### config.mk
export PLATFORM = sky130hd
export DESIGN_NAME = proc_issue_arb
export DESIGN_NICKNAME = d
export VERILOG_FILES = /design/src/rtl/proc_pkg.sv /design/src/rtl/rr_arb2.sv /design/src/rtl/proc_issue_arb.sv
export SDC_FILE = /design/constraint.sdc
export NUM_CORES = 1
export LEC_CHECK = 0
export CAP_MARGIN = 10
export CORE_MARGIN = 4
export CORE_UTILIZATION = 38
export DETAILED_ROUTE_END_ITERATION = 16
export PLACE_DENSITY = 0.77
export SYNTH_ARGS = -nofsm -noshare
export SYNTH_HDL_FRONTEND = slang
export SYNTH_SLANG_ARGS = --single-unit
### constraint.sdc
create_clock -name clk -period 1.5 [get_ports clk]
set_input_delay 0.3 -clock clk [delete_from_list [all_inputs] [get_ports clk]]
set_output_delay 0.3 -clock clk [all_outputs]
set_load 0.005 [all_outputs]
### src/rtl/proc_pkg.sv
// Shared definitions for the proc issue arbiter: opcodes, instruction fields,
// FSM encoding and the nominal Done latencies of the proc datapath.
package proc_pkg;

  localparam logic [1:0] OP_MV  = 2'b00;
  localparam logic [1:0] OP_MVI = 2'b01;
  localparam logic [1:0] OP_ADD = 2'b10;
  localparam logic [1:0] OP_SUB = 2'b11;

  localparam int OP_HI = 7;
  localparam int OP_LO = 6;
  localparam int RX_HI = 5;
  localparam int RX_LO = 3;
  localparam int RY_HI = 2;
  localparam int RY_LO = 0;

  // Cycles from Run to Done on a healthy proc.
  localparam int LAT_MV  = 1;
  localparam int LAT_ALU = 3;

  typedef enum logic [1:0] {
    S_IDLE  = 2'd0,
    S_ISSUE = 2'd1,
    S_WAIT  = 2'd2
  } state_e;

  function automatic int done_lat(input logic [1:0] op);
    return op[1] ? LAT_ALU : LAT_MV;
  endfunction

endpackage

### src/rtl/rr_arb2.sv
// Two-way round-robin arbiter: on a tie the requester that did not win last
// time is granted; last_grant advances only when en is high.
module rr_arb2 (
  input  logic       clk,
  input  logic       rst_n,
  input  logic [1:0] req,
  input  logic       en,
  output logic [1:0] gnt,
  output logic       last_grant
);

  always_comb begin
    gnt    = 2'b00;
    gnt[0] = req[0] & (~req[1] | last_grant);
    gnt[1] = req[1] & (~req[0] | ~last_grant);
  end

  always_ff @(posedge clk or negedge rst_n) begin
    if (!rst_n) begin
      last_grant <= 1'b1;
    end else if (en && (req != 2'b00)) begin
      last_grant <= gnt[1];
    end
  end

endmodule

### src/rtl/proc_issue_arb.sv
// Issues instructions from two requesters to a single proc datapath, one at a
// time, and returns the Done-time Bus value (or a watchdog error) to the owner.
// Handshake: reqN_instr is taken in the cycle reqN_valid && reqN_ready; ready
// is combinational, only in IDLE, and at most one requester is ready at once.
module proc_issue_arb
  import proc_pkg::*;
#(
  parameter int TIMEOUT = 8,
  parameter int DW      = 8
) (
  input  logic          clk,
  input  logic          rst_n,
  input  logic          req0_valid,
  input  logic [DW-1:0] req0_instr,
  output logic          req0_ready,
  input  logic          req1_valid,
  input  logic [DW-1:0] req1_instr,
  output logic          req1_ready,
  output logic          rsp_valid,
  output logic          rsp_id,
  output logic [DW-1:0] rsp_data,
  output logic          rsp_err,
  output logic          proc_Run,
  output logic [DW-1:0] proc_DIN,
  input  logic          proc_Done,
  input  logic [DW-1:0] proc_Bus,
  output logic          busy,
  output logic          spurious_done,
  output logic [1:0]    state_dbg
);

  localparam logic [3:0] TMO = 4'(TIMEOUT);

  state_e     state;
  logic [3:0] cnt;
  logic       id_q;
  logic [1:0] gnt;
  logic       last_grant;
  logic       in_idle;

  assign in_idle    = (state == S_IDLE);
  assign req0_ready = in_idle & gnt[0];
  assign req1_ready = in_idle & gnt[1];
  assign busy       = ~in_idle;
  assign state_dbg  = state;

  rr_arb2 u_arb (
    .clk       (clk),
    .rst_n     (rst_n),
    .req       ({req1_valid, req0_valid}),
    .en        (in_idle),
    .gnt       (gnt),
    .last_grant(last_grant)
  );

  always_ff @(posedge clk or negedge rst_n) begin
    if (!rst_n) begin
      state         <= S_IDLE;
      cnt           <= 4'd0;
      id_q          <= 1'b0;
      proc_Run      <= 1'b0;
      proc_DIN      <= '0;
      rsp_valid     <= 1'b0;
      rsp_id        <= 1'b0;
      rsp_data      <= '0;
      rsp_err       <= 1'b0;
      spurious_done <= 1'b0;
    end else begin
      rsp_valid <= 1'b0;
      proc_Run  <= 1'b0;
      // Done is only expected while waiting; anything else is latched for debug.
      if (proc_Done && (state != S_WAIT)) spurious_done <= 1'b1;
      case (state)
        S_IDLE: begin
          if (gnt != 2'b00) begin
            proc_Run <= 1'b1;
            proc_DIN <= gnt[1] ? req1_instr : req0_instr;
            id_q     <= gnt[1];
            state    <= S_ISSUE;
          end
        end
        S_ISSUE: begin
          cnt   <= 4'd1;
          state <= S_WAIT;
        end
        S_WAIT: begin
          // Done takes priority over the watchdog when both land together.
          if (proc_Done) begin
            rsp_valid <= 1'b1;
            rsp_id    <= id_q;
            rsp_data  <= proc_Bus;
            rsp_err   <= 1'b0;
            cnt       <= 4'd0;
            state     <= S_IDLE;
          end else if (cnt == TMO) begin
            rsp_valid <= 1'b1;
            rsp_id    <= id_q;
            rsp_data  <= '0;
            rsp_err   <= 1'b1;
            cnt       <= 4'd0;
            state     <= S_IDLE;
          end else begin
            cnt <= cnt + 4'd1;
          end
        end
        default: state <= S_IDLE;
      endcase
    end
  end

endmodule

==> results.md, run 1 <==
* Routability cong. at slightly above 0.8
* Total grt overflow at 0
* PwrDens at about 1700 nW/um^2
* Yosys Warn Count at 0
* Reg2reg setup slack at -20 ps
* FP Rows at 21
* Outcome: finished with violations
* # nets final at 236
* Critical path arrival at 1260 ps
* Max Slew Vio Count at 0
* Num CTS Buffers at 5
* Crit path kind: flop to primary output
* First-pass GRT wire length at about 5300 um
* Tcrit/Tclk final at 1.037
* Die Width at around 67 um
* Hold Slack at 321.0 ps
* Initial Utilization at 0.3940
* DRT iter0 DRCs at 38
* Util after Layout at 0.6871
* Dpl ws at -452.4 ps
* Routed len/inst at ~14 um
* FF+latch count, synth at 29
* Antenna violations before repair at 0
* WP data required at about 1200 ps
* Worst-Skew Late Latency at 320 ps
* Crit path launch type: flop
* Launch point of the critical path: state_dbg[0]
* Die height at around 67 um
* Syn Area/Cell at 11.73 um^2
* Worst slew pin tran at roughly 250 ps
* Max-Cap Viols at 0
* Pin count of the biggest net entering global routing at 30
* Leakage at 1.202 nW
* Core ar. at 3363 um^2
* Unique masters post-synth at 34
* Worst hold path type: primary input to async pin
* Final setup viols at 4
* Pre-antenna DRT Iters at 4
* ANT cells at 0
* Final worst slack at -55.16 ps
* Fin Setup TNS at -135.3 ps
* Total wire length at 3588 um
* Half-perimeter wire length after placement at 2521 um
* Cell area after synthesis at 1325 um^2
* Fin. Hold Viols at 0
* Critical path endpoint category: primary output
* Rel. slew slack at 0.8358
* Worst reg-to-reg path cell count at 6
* Routed vias at about 1200
* Maximum net fanout on the critical path at 3
* Dpl cell area at 2096 um^2
* Maximum clock path buffer count at 2
* Maximum level of the CTS H-tree at 2
* Max VDD drop at 0.0009594 V
* Syn Nets at 147
* CTS tree: yes
* Cells after synthesis at ~110
* CTS Hold Bufs at 0
* Finished Cell Area at 2311 um^2
* Area Growth Syn to Fin at 74.41%
* Die area at between 4000 and 5000 um^2
* Vias in the first global route at between 1000 and 1500
* FF-to-FF End: state_dbg[1]
* Fmax at 0.6430 GHz
* Sequential area share after synthesis at 0.5486
* Failing checks: setup timing
* Ports at 55
* Skew final at approximately 5.8 ps
* Worst-path clk slew at around 100 ps
* Clock Tree Root: clkbuf_4
* Total track usage at 0.1570
* Residual DRC count at 0
* CTS Sinks at 29
* RSZ-0062 raised after global routing: yes
* I/O Buffers at 54
* Vias per Instance at 4.892
* Post-DRT Antenna Nets at 0
* Reg-to-reg startpoint: state_dbg[0]
* Period minus WS final at 1555 ps
* Share of cells above drive strength 1 at 0.3645
final cells by class:
class,count,area (um^2)
Fill cell,276,1052
Timing Repair Buffer,86,824.5
Sequential cell,29,726.9
Multi-Input combinational cell,70,606.8
Tap cell,46,57.56
Inverter,10,40.04
Clock buffer,5,37.54
Clock inverter,3,17.52
power by group:
part | leakage [nW] | internal (mW) | switching, mW | total [mW]
combinational | 0.811 | 1.28 | 0.838 | 2.12
sequential | 0.359 | 1.10 | 0.156 | 1.26
clock | 0.0310 | 0.176 | 0.284 | 0.460
total | 1.20 | 2.56 | 1.28 | 3.84
per-stage QoR:
step | power, mW | std cells
final | 3.841 | 249
after detailed placement | 3.196 | 230
after global routing | 4.120 | 249
after global placement | 3.129 | 230
after CTS | 3.717 | 242
after floorplan | 2.056 | 113
cell usage after synthesis:
master	n	area share
nand2b_1	1	0.0047
a21boi_1	1	0.0057
mux2_4	2	0.023
buf_6	1	0.0085
nand2_1	10	0.028
a22o_2	8	0.060
inv_2	1	0.0028
nand3_1	2	0.0076
a21o_1	2	0.011
o21a_1	1	0.0057
buf_4	1	0.0057
nor2_1	2	0.0057
inv_1	9	0.025
o21ai_1	2	0.0076
ha_1	5	0.047
buf_2	1	0.0038
a2bb2oi_1	1	0.0066
o22ai_1	2	0.0094
o32ai_1	1	0.0066
nor4_1	1	0.0047
o311ai_1	1	0.0066
dfrtp_1	28	0.53
o21ai_0	8	0.030
and2_1	2	0.0094
a31oi_1	1	0.0047
o32a_1	1	0.0076
o21ai_4	1	0.012
and3b_1	1	0.0066
mux2i_1	9	0.068
a21o_2	1	0.0066
a21oi_1	3	0.011
nor2b_1	1	0.0047
clkbuf_1	1	0.0028
dfstp_2	1	0.020
worst max path at each step:
stage                     cells past startpoint  slack (ps)         end
after floorplan                               6         -40      rsp_id
after global placement                        4        -410  req1_ready
after detailed placement                      4        -450  req1_ready
after CTS                                     5         -70  req0_ready
after global routing                          5        -120  req0_ready
final                                         5         -60  req0_ready
placed cells by master (no fill, tap or decap), types with 3 or more instances in the layout:
| master | instances |
|---|---|
| dlygate4sd2_1 | 14 |
| nand2_1 | 9 |
| buf_4 | 28 |
| dlymetal6s2s_1 | 9 |
| clkdlybuf4s50_1 | 28 |
| inv_1 | 6 |
| mux2i_1 | 9 |
| buf_12 | 3 |
| inv_2 | 3 |
| o21ai_0 | 7 |
| a22o_2 | 8 |
| buf_6 | 3 |
| dfrtp_1 | 28 |
| clkbuf_4 | 5 |
layer usage:
metal / share of wire / global-route usage / routed length [um] / vias to the layer above
met5: 0 / 0 / 0 / -
met4: 0.025 / 0.07089 / 91 / 0
met3: 0.041 / 0.04384 / 147 / 10
met2: 0.56 / 0.2920 / 2012 / 29
met1: 0.37 / 0.1596 / 1336 / 597
li1: - / - / - / 582
worst max-delay path: stages (launching register included):
cell     delay (ps)
dfrtp_1         410
inv_2           100
ha_4            170
nand2_2          50
a21oi_2          90
buf_2           120
kinds of logic (layout without fill, tap and decap cells):
kind of cell,count (synthesis),in the layout,synth area share
multiplexers,11,11,0.09066
adder cells (fa/ha/maj),5,5,0.04721
buffers and inverters,14,104,0.04909
AND/OR/NAND/NOR,20,20,0.07178
flip-flops,29,29,0.5486
AO/OA/AOI/OAI,34,34,0.1926
sequential cells by signal (all words and copies together) (netlist names):
signal / flops
rsp_data: 8
u_arb.last_grant: 1
id_q: 1
spurious_done: 1
rsp_valid: 1
proc_DIN: 8
state_dbg: 2
cnt: 4
rsp_err: 1
rsp_id: 1
proc_Run: 1
repair_timing:
item                       CTS  global route
pin swaps                    4             2
setup buffers                4             7
setup endpoints to repair   31            25
cloned                       0             0
resized for setup           39            19
(Power assumes the default switching activity.)
==> inputs of run 2 (changes only) <==
- PLACE_DENSITY: 0.77 -> 0.75
==> results.md, run 2 (same netlist as run 1, synthesis figures left out) <==
* Critical path arrival at roughly 1300 ps
* Routability cong. at 0.7882
* Vias per Instance at 4.905
* Util after Layout at 0.7091
* Maximum net fanout on the critical path at 2
* Residual DRC count at 0
* Fmax at 0.6407 GHz
* Final worst slack at -60.85 ps
* Antenna violations before repair at 0
* Die area at 4496 um^2
* Area occupied by multi-input gates at 643.1 um^2
* Worst-Skew Late Latency at 320 ps
* Total wire length at 3912 um
* Post-Layout Cell Count at roughly 250
* Vias in the first global route at approximately 1300
* Maximum level of the CTS H-tree at 2
* Crit path kind: flop to primary output
* Final setup viols at 4
* Hold Slack at 328.7 ps
* Half-perimeter wire length after placement at 2595 um
* Fin. Hold Viols at 0
* CTS tree: yes
* Fillers at around 270
* Num CTS Buffers at 5
* Share of cells above drive strength 1 at 0.3816
* Post-DRT Antenna Nets at 0
* Most frequent cells in the layout: 32 x buf_4, 30 x clkdlybuf4s50_1, 28 x dfrtp_1
* Critical path endpoint category: primary output
* ANT cells at 0
* Max Slew Vio Count at 0
* Ports at between 50 and 60
* WP data required at 1200 ps
* Skew final at 2.469 ps
* RSZ-0062 raised after global routing: yes
* Routed vias at 1241
* Crit path launch type: flop
* Leakage at 1.247 nW
* Worst hold path type: primary input to async pin
* Fin Setup TNS at -131.7 ps
* PwrDens at 1669 nW/um^2
* Pre-antenna DRT Iters at 4
* Max VDD drop at 0.001054 V
* CTS Sinks at 29
* Most common cell after layout, fill and taps aside: buf_4
* Failing checks: setup timing
* Die Width at 67.05 um
* Cells after DPL at 232
* DRT iter0 DRCs at 38
* Largest regs: proc_DIN x8, rsp_data x8, cnt x4
* Dpl ws at -461.9 ps
* Core ar. at 3363 um^2
* Tcrit/Tclk final at 1.041
* Max-Cap Viols at 0
* Routed len/inst at roughly 15 um
* # nets final at between 200 and 250
* I/O Buffers at 54
* FP Rows at 21
* Storage cell area at between 700 and 800 um^2
* Maximum clock path buffer count at 2
* Total grt overflow at 0
* Period minus WS final at 1561 ps
* Rel. slew slack at 0.8580
* Initial Utilization at 0.3940
* Die height at ~67 um
* CTS Hold Bufs at 0
* First-pass GRT wire length at 5851 um
* Worst-path clk slew at 80 ps
* Worst slew pin tran at 207.0 ps
* Pin count of the biggest net entering global routing at 30
* Total track usage at 0.1749
* Area Growth Syn to Fin at 79.98%
* Clock Tree Root: clkbuf_4
* Outcome: finished with violations
-- run 2: cell count changes in the layout (fill, tap and decap cells not counted), sizes merged --
cell,delta
clkinv,-2
clkinvlp,-1
buf,+5
clkbuf,+2
dlymetal6s2s,+3
dlygate4sd2,-5
clkdlybuf4s50,+2
-- run 2: worst max-delay path: stages (launching register included) --
cell	delay, ps
dfstp_2	560
buf_4	110
inv_1	40
a21oi_2	110
buf_2	110
-- run 2: what timing repair did --
action | 4_1_cts | 5_1_grt
buffers inserted | 9 | 6
gates resized for setup | 34 | 29
pin swaps | 2 | 4
cloned | 0 | 0
setup endpoints to repair | 26 | 28
-- run 2: path summary, 6_finish.rpt --
kind | startpoint | endpoint | slack, ps | cells after the start
max reg2reg | state_dbg[0] | state_dbg[1] | -10 | 6
max in group asynchronous | rst_n | u_arb.last_grant | 940 | 2
min reg2reg | proc_DIN[4] | proc_DIN[4] | 480 | 2
min | rst_n | proc_DIN[5] | 330 | 2
max | u_arb.last_grant | req0_ready | -60 | 4
min in group clk | proc_DIN[4] | proc_DIN[4] | 480 | 2
-- run 2: cell type report --
class                   instances  area share
inverters                      10     0.01679
clock buffers                   7     0.02308
flip-flops and latches         29      0.3048
repair buffers                 91      0.3615
multi-input cells              70      0.2697
well taps                      46     0.02413
-- run 2: metrics by stage --
step           area (um^2)  total power, mW
2_1_floorplan         1330            2.056
3_3_place_gp          2086            3.076
3_5_place_dp          2086            3.168
4_1_cts               2225            3.777
5_1_grt               2385            4.284
6_report              2385            3.981
-- run 2: report_power, final --
| group | switching, mW | total, mW | internal [mW] |
|---|---|---|---|
| Combinational | 0.900 | 2.24 | 1.34 |
| Clock | 0.254 | 0.475 | 0.221 |
| Sequential | 0.161 | 1.26 | 1.10 |
-- run 2: routing by layer --
layer,wire length (um),global-route usage,vias to the layer above
met5,0,0,-
met4,108,0.07089,0
met3,213,0.05565,13
met2,2144,0.3018,41
met1,1444,0.1970,597
li1,-,-,590
==> inputs of run 3 (changes only) <==
- SLEW_MARGIN: not set -> 20
==> results of run 3 <==
No change in the layout: final DEF, timing and power equal those of run 2.
